--- config.mk ---
export PLATFORM = sky130hd
export DESIGN_NAME = ts_i2s_tx_flat
export DESIGN_NICKNAME = d
export VERILOG_FILES = /design/src/rtl/ts_i2s_tx_pkg.sv /design/src/rtl/ts_i2s_tx_if.sv /design/src/rtl/ts_i2s_clkgen.sv /design/src/rtl/ts_i2s_tx.sv /design/src/flat_wrapper.sv
export SDC_FILE = /design/constraint.sdc
export NUM_CORES = 1
export LEC_CHECK = 0
export BUFFER_PORTS_ARGS = -buffer_cell sky130_fd_sc_hd__buf_2
export CORE_AREA = 8 8 77 79
export DETAILED_ROUTE_END_ITERATION = 6
export DIE_AREA = 0 0 85 87
export GPL_ROUTABILITY_DRIVEN = 0
export PLACE_DENSITY = 0.77
export RECOVER_POWER = 50
export REMOVE_ABC_BUFFERS = 1
export SYNTH_ARGS = -nofsm -noshare
export SYNTH_HDL_FRONTEND = slang
export SYNTH_SLANG_ARGS = --single-unit
--- constraint.sdc ---
create_clock -name CLK -period 1.9 [get_ports CLK]
set_clock_uncertainty 0.15 [all_clocks]
set_input_delay 0.38 -clock CLK [delete_from_list [all_inputs] [get_ports CLK]]
set_output_delay 0.38 -clock CLK [all_outputs]
set_load 0.02 [all_outputs]
--- src/rtl/ts_i2s_tx_pkg.sv ---
// Shared constants, channel type and sample conversion for the Turbosound-FM I2S output stage.
package ts_audio_pkg;

    localparam int IN_BITS    = 12;
    localparam int WORD_BITS  = 16;
    localparam int SLOT_BITS  = 32;
    localparam int FRAME_BITS = 64;
    localparam int CNT_BITS   = $clog2(FRAME_BITS);

    typedef enum logic {
        CH_LEFT  = 1'b0,
        CH_RIGHT = 1'b1
    } chan_e;

    // Offset-binary inputs are flipped to two's complement before sign extension and gain.
    function automatic logic [WORD_BITS-1:0] conv_sample(
        input logic [IN_BITS-1:0] x,
        input logic               is_signed,
        input logic [2:0]         gain_shift
    );
        logic [IN_BITS-1:0]   s;
        logic [WORD_BITS-1:0] ext;
        s   = is_signed ? x : {~x[IN_BITS-1], x[IN_BITS-2:0]};
        ext = {{(WORD_BITS-IN_BITS){s[IN_BITS-1]}}, s};
        return ext << gain_shift;
    endfunction

endpackage

--- src/rtl/ts_i2s_tx_if.sv ---
// Mixer-side sample inputs and DAC-side I2S outputs of the Turbosound-FM output stage.
interface ts_i2s_tx_if;
    import ts_audio_pkg::*;

    logic [IN_BITS-1:0] IN_L;
    logic [IN_BITS-1:0] IN_R;
    logic               IN_SIGNED;
    logic               MUTE;
    logic               SAMPLE_STB;
    logic               I2S_BCLK;
    logic               I2S_LRCK;
    logic               I2S_SDATA;

    // master = the transmitter generating the I2S clocks, slave = mixer/DAC side
    modport master (
        input  IN_L, IN_R, IN_SIGNED, MUTE,
        output SAMPLE_STB, I2S_BCLK, I2S_LRCK, I2S_SDATA
    );

    modport slave (
        output IN_L, IN_R, IN_SIGNED, MUTE,
        input  SAMPLE_STB, I2S_BCLK, I2S_LRCK, I2S_SDATA
    );

endinterface

--- src/rtl/ts_i2s_clkgen.sv ---
// BCLK generator: divides the system clock and flags each BCLK falling transition.
module ts_i2s_clkgen #(
    parameter int CLK_HALF_DIV = 7
) (
    input  logic clk_i,
    input  logic rst_n_i,
    output logic bclk_o,
    output logic fall_evt_o
);

    localparam int DIV_W = (CLK_HALF_DIV > 1) ? $clog2(CLK_HALF_DIV) : 1;
    localparam logic [DIV_W-1:0] DIV_LAST = DIV_W'(CLK_HALF_DIV - 1);

    logic [DIV_W-1:0] div_cnt_q, div_cnt_d;
    logic             bclk_q, bclk_d;
    logic             wrap;

    always_comb begin
        wrap      = (div_cnt_q == DIV_LAST);
        div_cnt_d = wrap ? '0 : div_cnt_q + 1'b1;
        bclk_d    = bclk_q ^ wrap;
    end

    always_ff @(posedge clk_i or negedge rst_n_i) begin
        if (!rst_n_i) begin
            div_cnt_q <= '0;
            bclk_q    <= 1'b0;
        end else begin
            div_cnt_q <= div_cnt_d;
            bclk_q    <= bclk_d;
        end
    end

    // Combinational so the frame logic acts on the same edge that drops BCLK.
    assign bclk_o     = bclk_q;
    assign fall_evt_o = wrap & bclk_q;

endmodule

--- src/rtl/ts_i2s_tx.sv ---
// Turbosound-FM output stage: latches L/R once per frame and serialises them as Philips I2S.
module ts_i2s_tx
    import ts_audio_pkg::*;
#(
    parameter int CLK_HALF_DIV = 7,
    parameter int GAIN_SHIFT   = 4
) (
    input  logic        CLK,
    input  logic        RESET_N,
    ts_i2s_tx_if.master bus
);

    logic                 fall_evt;
    logic                 bclk;
    logic                 frame_start;
    logic [WORD_BITS-1:0] conv_l, conv_r, cur_word;

    logic [CNT_BITS-1:0]  bit_cnt_q, bit_cnt_d;
    chan_e                lrck_q, lrck_d;
    logic                 sdata_q, sdata_d;
    logic                 stb_q, stb_d;
    logic [WORD_BITS-1:0] hold_l_q, hold_l_d;
    logic [WORD_BITS-1:0] hold_r_q, hold_r_d;
    logic [WORD_BITS-1:0] shift_q, shift_d;

    ts_i2s_clkgen #(
        .CLK_HALF_DIV (CLK_HALF_DIV)
    ) u_clkgen (
        .clk_i      (CLK),
        .rst_n_i    (RESET_N),
        .bclk_o     (bclk),
        .fall_evt_o (fall_evt)
    );

    // Slot 0 of each half is the I2S delay bit; slot 1 loads the word, later slots shift zeros out.
    always_comb begin
        bit_cnt_d   = bit_cnt_q;
        lrck_d      = lrck_q;
        sdata_d     = sdata_q;
        hold_l_d    = hold_l_q;
        hold_r_d    = hold_r_q;
        shift_d     = shift_q;
        frame_start = fall_evt && (bit_cnt_q == CNT_BITS'(FRAME_BITS - 1));
        stb_d       = frame_start;
        conv_l      = bus.MUTE ? '0 : conv_sample(bus.IN_L, bus.IN_SIGNED, 3'(GAIN_SHIFT));
        conv_r      = bus.MUTE ? '0 : conv_sample(bus.IN_R, bus.IN_SIGNED, 3'(GAIN_SHIFT));
        cur_word    = '0;

        if (fall_evt) begin
            bit_cnt_d = bit_cnt_q + 1'b1;
            lrck_d    = chan_e'(bit_cnt_d[CNT_BITS-1]);
            cur_word  = (lrck_d == CH_RIGHT) ? hold_r_q : hold_l_q;
            if (frame_start) begin
                hold_l_d = conv_l;
                hold_r_d = conv_r;
            end
            if (bit_cnt_d[CNT_BITS-2:0] == '0) begin
                sdata_d = 1'b0;
            end else if (bit_cnt_d[CNT_BITS-2:0] == (CNT_BITS-1)'(1)) begin
                sdata_d = cur_word[WORD_BITS-1];
                shift_d = {cur_word[WORD_BITS-2:0], 1'b0};
            end else begin
                sdata_d = shift_q[WORD_BITS-1];
                shift_d = {shift_q[WORD_BITS-2:0], 1'b0};
            end
        end
    end

    always_ff @(posedge CLK or negedge RESET_N) begin
        if (!RESET_N) begin
            bit_cnt_q <= '0;
            lrck_q    <= CH_LEFT;
            sdata_q   <= 1'b0;
            stb_q     <= 1'b0;
            hold_l_q  <= '0;
            hold_r_q  <= '0;
            shift_q   <= '0;
        end else begin
            bit_cnt_q <= bit_cnt_d;
            lrck_q    <= lrck_d;
            sdata_q   <= sdata_d;
            stb_q     <= stb_d;
            hold_l_q  <= hold_l_d;
            hold_r_q  <= hold_r_d;
            shift_q   <= shift_d;
        end
    end

    assign bus.SAMPLE_STB = stb_q;
    assign bus.I2S_BCLK   = bclk;
    assign bus.I2S_LRCK   = lrck_q;
    assign bus.I2S_SDATA  = sdata_q;

endmodule

--- src/flat_wrapper.sv ---
// flat-port wrapper written by rule: the top's interface ports become plain ports
module ts_i2s_tx_flat import ts_audio_pkg::*;
#(
    parameter int CLK_HALF_DIV = 7,
    parameter int GAIN_SHIFT   = 4
)
  (CLK, RESET_N, bus_IN_L, bus_IN_R, bus_IN_SIGNED, bus_MUTE, bus_SAMPLE_STB, bus_I2S_BCLK, bus_I2S_LRCK, bus_I2S_SDATA);
  ts_i2s_tx_if bus_i ();
  input  logic CLK;
  input  logic RESET_N;
  input wire logic [$bits(bus_i.IN_L)-1:0] bus_IN_L;
  input wire logic [$bits(bus_i.IN_R)-1:0] bus_IN_R;
  input wire logic [$bits(bus_i.IN_SIGNED)-1:0] bus_IN_SIGNED;
  input wire logic [$bits(bus_i.MUTE)-1:0] bus_MUTE;
  output wire logic [$bits(bus_i.SAMPLE_STB)-1:0] bus_SAMPLE_STB;
  output wire logic [$bits(bus_i.I2S_BCLK)-1:0] bus_I2S_BCLK;
  output wire logic [$bits(bus_i.I2S_LRCK)-1:0] bus_I2S_LRCK;
  output wire logic [$bits(bus_i.I2S_SDATA)-1:0] bus_I2S_SDATA;
  assign bus_i.IN_L = bus_IN_L;
  assign bus_i.IN_R = bus_IN_R;
  assign bus_i.IN_SIGNED = bus_IN_SIGNED;
  assign bus_i.MUTE = bus_MUTE;
  assign bus_SAMPLE_STB = bus_i.SAMPLE_STB;
  assign bus_I2S_BCLK = bus_i.I2S_BCLK;
  assign bus_I2S_LRCK = bus_i.I2S_LRCK;
  assign bus_I2S_SDATA = bus_i.I2S_SDATA;
  ts_i2s_tx #(.CLK_HALF_DIV(CLK_HALF_DIV), .GAIN_SHIFT(GAIN_SHIFT)) u_core (.CLK(CLK), .RESET_N(RESET_N), .bus(bus_i));
endmodule
# ---- Yosys cells after proc, flatten, opt, wreduce, memory -nomap -nowiden
# Index checks and enable logic that the tools add are counted.
dict set report totals {
  regBits 61
  out_inout_bits 4
  inputBits 28
  elab_cells 32
}
dict set report classes {
  n_addsub 2
  n_reduce_logical 4
  n_eq_ne 3
  muxes 9
  bitwise 5
}
# cell n
set op_table {}
lappend op_table {{$mux W16} 4}
lappend op_table {{$mux W12} 2}
lappend op_table {{$add A6 B1 Y6 const B} 1}
lappend op_table {{$eq A6 B6 Y1 const B} 1}
lappend op_table {{$eq A5 B1 Y1 const B} 1}
lappend op_table {{$logic_not A5 Y1} 1}
lappend op_table {{$reduce_and A2 Y1} 2}
lappend op_table {{$add A3 B1 Y3 const B} 1}
lappend op_table {{$eq A3 B3 Y1 const B} 1}
lappend op_table {{$mux W3} 1}
lappend op_table {{$not A1 Y1} 3}
lappend op_table {{$mux W1} 2}
lappend op_table {{$and A1 B1 Y1} 1}
lappend op_table {{$logic_and A1 B1 Y1} 1}
lappend op_table {{$xor A1 B1 Y1} 1}

# ---- Longest topological paths before layout
dict set report depth {
  ltp_word 4
  depth_mapped 11
  mapped_depth_nobuf 8
}

# ---- Cells and area by module
# A second synthesis with hierarchy kept.
dict set report hier_totals {
  cells_unflattened 221
  hier_area_um2 2299.7
}
# mod n_inst cells_per_inst seq_area_each_um2 area_per_inst_um2
set modules_own_cells {}
lappend modules_own_cells {ts_i2s_tx 1 209 1076.0 2138.3}
lappend modules_own_cells {ts_i2s_clkgen 1 12 100.1 161.4}

# ---- Least setup slack after synthesis
# No wires, ideal clock.
dict set report synth_timing {
  kind {flip-flop to flip-flop}
  startpoint {register u_core.u_clkgen.div_cnt_q[1]}
  endpoint {register u_core.hold_l_q[13]}
  required_time_ns 1.685
  setup_ns 0.065
  synth_period_minus_slack_ns 1.984
  stages_incl_launch_ff 12
  path_buffers 3
  arrival_ns 1.769
  path_slack_ns -0.084
  path_cell_list {dfrtp_1 nand2_1 nor2_1 ha_1 buf_2 nand2_1 or3_1 buf_2 inv_2 buf_2 nand3b_1 nand2_1}
}
dict set report synth_between {
  elab_chain_cells 4
}
# element line_no
set synth_rtl {}
lappend synth_rtl {{from (decl)} ts_i2s_clkgen.sv:14} ;# logic [DIV_W-1:0] div_cnt_q, div_cnt_d;
lappend synth_rtl {{from (signal assigned)} ts_i2s_clkgen.sv:29} ;# div_cnt_q <= div_cnt_d;
lappend synth_rtl {{$eq A3 B3 Y1 (*)} ts_i2s_clkgen.sv:19} ;# wrap = (div_cnt_q == DIV_LAST);
lappend synth_rtl {{$and A1 B1 Y1 (*)} ts_i2s_clkgen.sv:36} ;# assign fall_evt_o = wrap & bclk_q;
lappend synth_rtl {{named net u_core.fall_evt} ts_i2s_tx.sv:13} ;# logic fall_evt;
lappend synth_rtl {{$logic_and A1 B1 Y1} ts_i2s_tx.sv:43} ;# frame_start = fall_evt && (bit_cnt_q == CNT_BITS'(FRAME_BITS - 1));
lappend synth_rtl {{$reduce_and A2 Y1 (no source line) (*)} n/a}
lappend synth_rtl {{to (signal assigned)} ts_i2s_tx.sv:83} ;# hold_l_q <= hold_l_d;
lappend synth_rtl {{to (decl)} ts_i2s_tx.sv:22} ;# logic [WORD_BITS-1:0] hold_l_q, hold_l_d;
# The timed path passes the listed nets; every way through them passes the cells marked *.
# A chain may end at the register's enable or synchronous reset.

# ---- Worst setup path after layout
dict set report layout_timing {
  startpoint {register u_core.bit_cnt_q[1]}
  endpoint {register u_core.shift_q[14]}
}
dict set report layout_between {
  elab_chain_cells 4
  elab_cells_between_ends 7
  classes_between {add/sub (1); eq/ne (1); mux (2); bitwise (1); reduce/logical (2)}
}
# element line_no
set layout_rtl {}
lappend layout_rtl {{from (decl)} ts_i2s_tx.sv:18} ;# logic [CNT_BITS-1:0] bit_cnt_q, bit_cnt_d;
lappend layout_rtl {{from (signal assigned)} ts_i2s_tx.sv:79} ;# bit_cnt_q <= bit_cnt_d;
lappend layout_rtl {{$add A6 B1 Y6 (*)} ts_i2s_tx.sv:50} ;# bit_cnt_d = bit_cnt_q + 1'b1;
lappend layout_rtl {{$logic_not A5 Y1} ts_i2s_tx.sv:57} ;# if (bit_cnt_d[CNT_BITS-2:0] == '0) begin
lappend layout_rtl {{$not A1 Y1 (no source line)} n/a}
lappend layout_rtl {{$reduce_and A2 Y1 (no source line)} n/a}
lappend layout_rtl {{to (signal assigned)} ts_i2s_tx.sv:85} ;# shift_q <= shift_d;
lappend layout_rtl {{to (decl)} ts_i2s_tx.sv:24} ;# logic [WORD_BITS-1:0] shift_q, shift_d;
# Mark *: on every way between the ends. The rest lies on a longest branch, timed or not.

==> run_results.csv <==
group,metric,value,unit
floorplan,die-area,0.00740,mm^2
floorplan,coreArea,0.00485,mm^2
power_and_ir_drop,power.density,612,mW/mm^2
power_and_ir_drop,leakagePower,1.32,nW
status,status,"finished, final reports clean",
grt,grt_pass1_vias,1757,
synth,yosys_warnings,0,
floorplan,ios,32,
sta,period_needed,1870,ps
route,wl_per_cell,13.9,um
sta,fmax,0.535,GHz
setup_path,cp-startpoint,"u_core.bit_cnt_q[1]",
setup_path,r2r_start,"u_core.bit_cnt_q[1]",
grt,grt_max_degree,31,
clock_network,cts-htree-levels,2,
clock_network,clk_latency,290,ps
clock_network,cts_tree,"yes",
route,via_count,1666,
setup_path,crit_fanout,6,
clock_network,clk_pin_slew,90,ps
route,via_per_inst,5.11,
setup_path,startpoint_type,"flip-flop",
synth,synth_area,0.00231,mm^2
setup_path,worst_setup_path_end_kind,"flip-flop",
setup_path,crit_family,"compound AO/OA/AOI/OAI gates",
setup_path,max_stage_delay,430,ps
setup_path,path_depth,8,
final_layout,ff_latch_area,0.00118,mm^2
final_layout,diodes,0,
power_and_ir_drop,ir_drop,359,uV
setup_path,rr_endpoint,"u_core.shift_q[14]",
sta,grt_setup_unrepaired,"true",
grt,grt_pass1_wl,7720,um
final_layout,area.growth.synth_to_final,21.0,%
final_layout,multi_input_area,0.00108,mm^2
setup_path,crit_path_top_delay_cell,"dfrtp_1",
final_layout,final.fill_count,399,
placement,io_buffers,31,
final_layout,nets,301,
hold_path,hold_class,"in2reg",
synth,syn_inst,225,
placement,place_ws,10.7,ps
setup_path,critPathKind,"reg2reg",
grt,grt.overflow.total,0,
setup_path,worst-endpoint-required,1960,ps
setup_path,rr_worst_depth,8,
synth,yosysSeqAreaShare,0.510,
route,drc,0,
sta,setup_viol,0,
clock_network,cts.sinks,47,
clock_network,cts_buffers,5,
route,drtIter0Drc,115,
synth,yosysUniqueCellTypes,31,
sta,maxSlewViolCount,0,
setup_path,arrival,1930,ps
route,ant_nets,0,
sta,period_share,0.983,
clock_network,cts-root-buf,"clkbuf_8",
sta,worst_pin_slew,1070,ps
synth,syn_avg_cell_area,10.3,um^2
sta,hold_viol,0,
clock_network,clk_path_buf_depth,2,
floorplan,initial_core_util,0.476,
grt,antenna_found_initial,0,
setup_path,crit_top_cell,"buf_4",
synth,synth_seq_cells,47,
sta,relSlewSlack,0.286,
job,max_cap_viol_count,0,
floorplan,row_count,26,
route,first_pass_iters,4,
setup_path,r2r_slack,30,ps
grt,grtUsageTotal,0.126,
placement,hpwl,3220,um
sta,setup_tns,0,ps
route,drt-total-wl,4520,um
setup_path,cp_cell_sequence,"buf_4, inv_1, ha_1, nand2_1, o21ai_2, buf_4, nor2_1, a221oi_2",
floorplan,die_h,87,um
setup_path,critPathBufInv,3,
sta,final.setup.worst_slack,32.0,ps
setup_path,cp-endpoint,"u_core.shift_q[14]",
final_layout,drive_gt1_frac,0.300,
floorplan,die_w,85,um
==> final cells by class <==
cell class,count,area share
clock buffers,6,0.0296
clock inverters,2,0.00493
inverters,4,0.00538
multi-input cells,161,0.387
flip-flops and latches,47,0.421
well taps,56,0.0251
repair buffers,50,0.126
==> through the flow <==
| stage | instances | hold WS (ps) | power, mW | instance area [um^2] | utilization |
|---|---|---|---|---|---|
| after global routing | 326 | 156 | 1.76 | 2790 | 0.576 |
| after global placement | 317 | 188 | 1.09 | 2650 | 0.546 |
| after floorplan | 212 | -65.6 | 1.03 | 2240 | - |
| after detailed placement | 317 | 196 | 1.09 | 2650 | 0.546 |
| after CTS | 326 | 148 | 1.72 | 2760 | 0.569 |
| final | 326 | 152 | 1.71 | 2790 | 0.576 |
==> cell families after synthesis <==
kind of cell,synth area share
and+or+nand+nor,0.236
DFF,0.510
AOI/OAI and AO/OA,0.0998
buffers and inverters,0.0374
muxes,0.0618
xor gates and xnor gates,0.0336
adders and majority gates,0.0217
==> cells in the final DEF (no fill, tap or decap), types with 2 or more instances in the layout <==
cell,instances
clkbuf_1,2
xor2_1,4
nand2_1,58
buf_12,4
ha_1,3
buf_6,2
and2_4,2
mux2_2,2
a221oi_2,10
inv_1,3
buf_2,30
o21ai_0,2
clkbuf_8,6
dfrtp_1,47
nand3b_1,22
xnor2_1,3
mux2i_1,11
buf_4,11
nand3_1,4
nor2_1,24
==> worst min-delay path by stage <==
stage	start	to	slack [ps]	cells past startpoint
6_report	bus_IN_R[3]	u_core.hold_r_q[7]	150	3
5_1_grt	bus_IN_L[1]	u_core.hold_l_q[5]	160	3
4_1_cts	bus_IN_R[3]	u_core.hold_r_q[7]	150	3
3_5_place_dp	RESET_N	u_core.hold_l_q[11]	200	1
3_3_place_gp	RESET_N	u_core.hold_l_q[11]	190	1
2_1_floorplan	RESET_N	u_core.bit_cnt_q[0]	-70	0
==> where the power goes <==
group / total [mW] / switching, mW / internal (mW) / leakage (nW)
Sequential: 0.999 / 0 / 0.999 / 0.464
Clock: 0.640 / 0.342 / 0.298 / 0.0516
Combinational: 0.0679 / 0.0351 / 0.0328 / 0.806
==> state kept, by name (all words and copies together), names as in the netlist <==
signal / flops
u_core.bus.I2S_SDATA: 1
u_core.bit_cnt_q: 5
u_core.hold_l_q: 12
u_core.u_clkgen.div_cnt_q: 3
u_core.bus.I2S_LRCK: 1
u_core.hold_r_q: 12
u_core.bus.SAMPLE_STB: 1
u_core.shift_q: 11
u_core.u_clkgen.bclk_o: 1
==> routing by layer <==
layer / share of wire / up-vias / global-route usage
li1: - / 839 / -
met1: 0.47 / 780 / 0.160
met2: 0.49 / 39 / 0.208
met3: 0.034 / 8 / 0.0217
met4: 0.013 / 0 / 0.0469
met5: 0 / - / 0
==> repair_timing <==
action,4_1_cts,5_1_grt
pin swaps,0,1
endpoints found under the setup margin,1,14
resized for setup,1,8
setup buffers,0,0
hold buffers,1,0
endpoints found under the hold margin,17,0
==> tightest hold or removal path, delay by kind of cell <==
| family | cells | cell delay (ps) |
|---|---|---|
| buffers and inverters | 1 | 70 |
| and+or+nand+nor | 2 | 120 |
==> Yosys cell counts (all sizes together) <==
library cell | instances | share of area
a2bb2oi | 1 | 0.0038
mux2i | 12 | 0.052
dfrtp | 47 | 0.51
o31ai | 2 | 0.0065
and4 | 1 | 0.0049
inv | 4 | 0.0065
xor2 | 5 | 0.022
clkbuf | 4 | 0.0065
nand3 | 4 | 0.0087
buf | 9 | 0.024
o211a | 1 | 0.0076
o22ai | 1 | 0.0027
or3 | 1 | 0.0027
mux2 | 2 | 0.0098
xnor2 | 3 | 0.011
ha | 4 | 0.022
nand2b | 1 | 0.0027
nor2 | 25 | 0.041
and2 | 2 | 0.0076
a21oi | 2 | 0.0060
o21ai | 3 | 0.0081
nand2 | 59 | 0.097
nand3b | 22 | 0.072
a221oi | 10 | 0.065
Note: power is estimated with default switching activity, not from simulation.
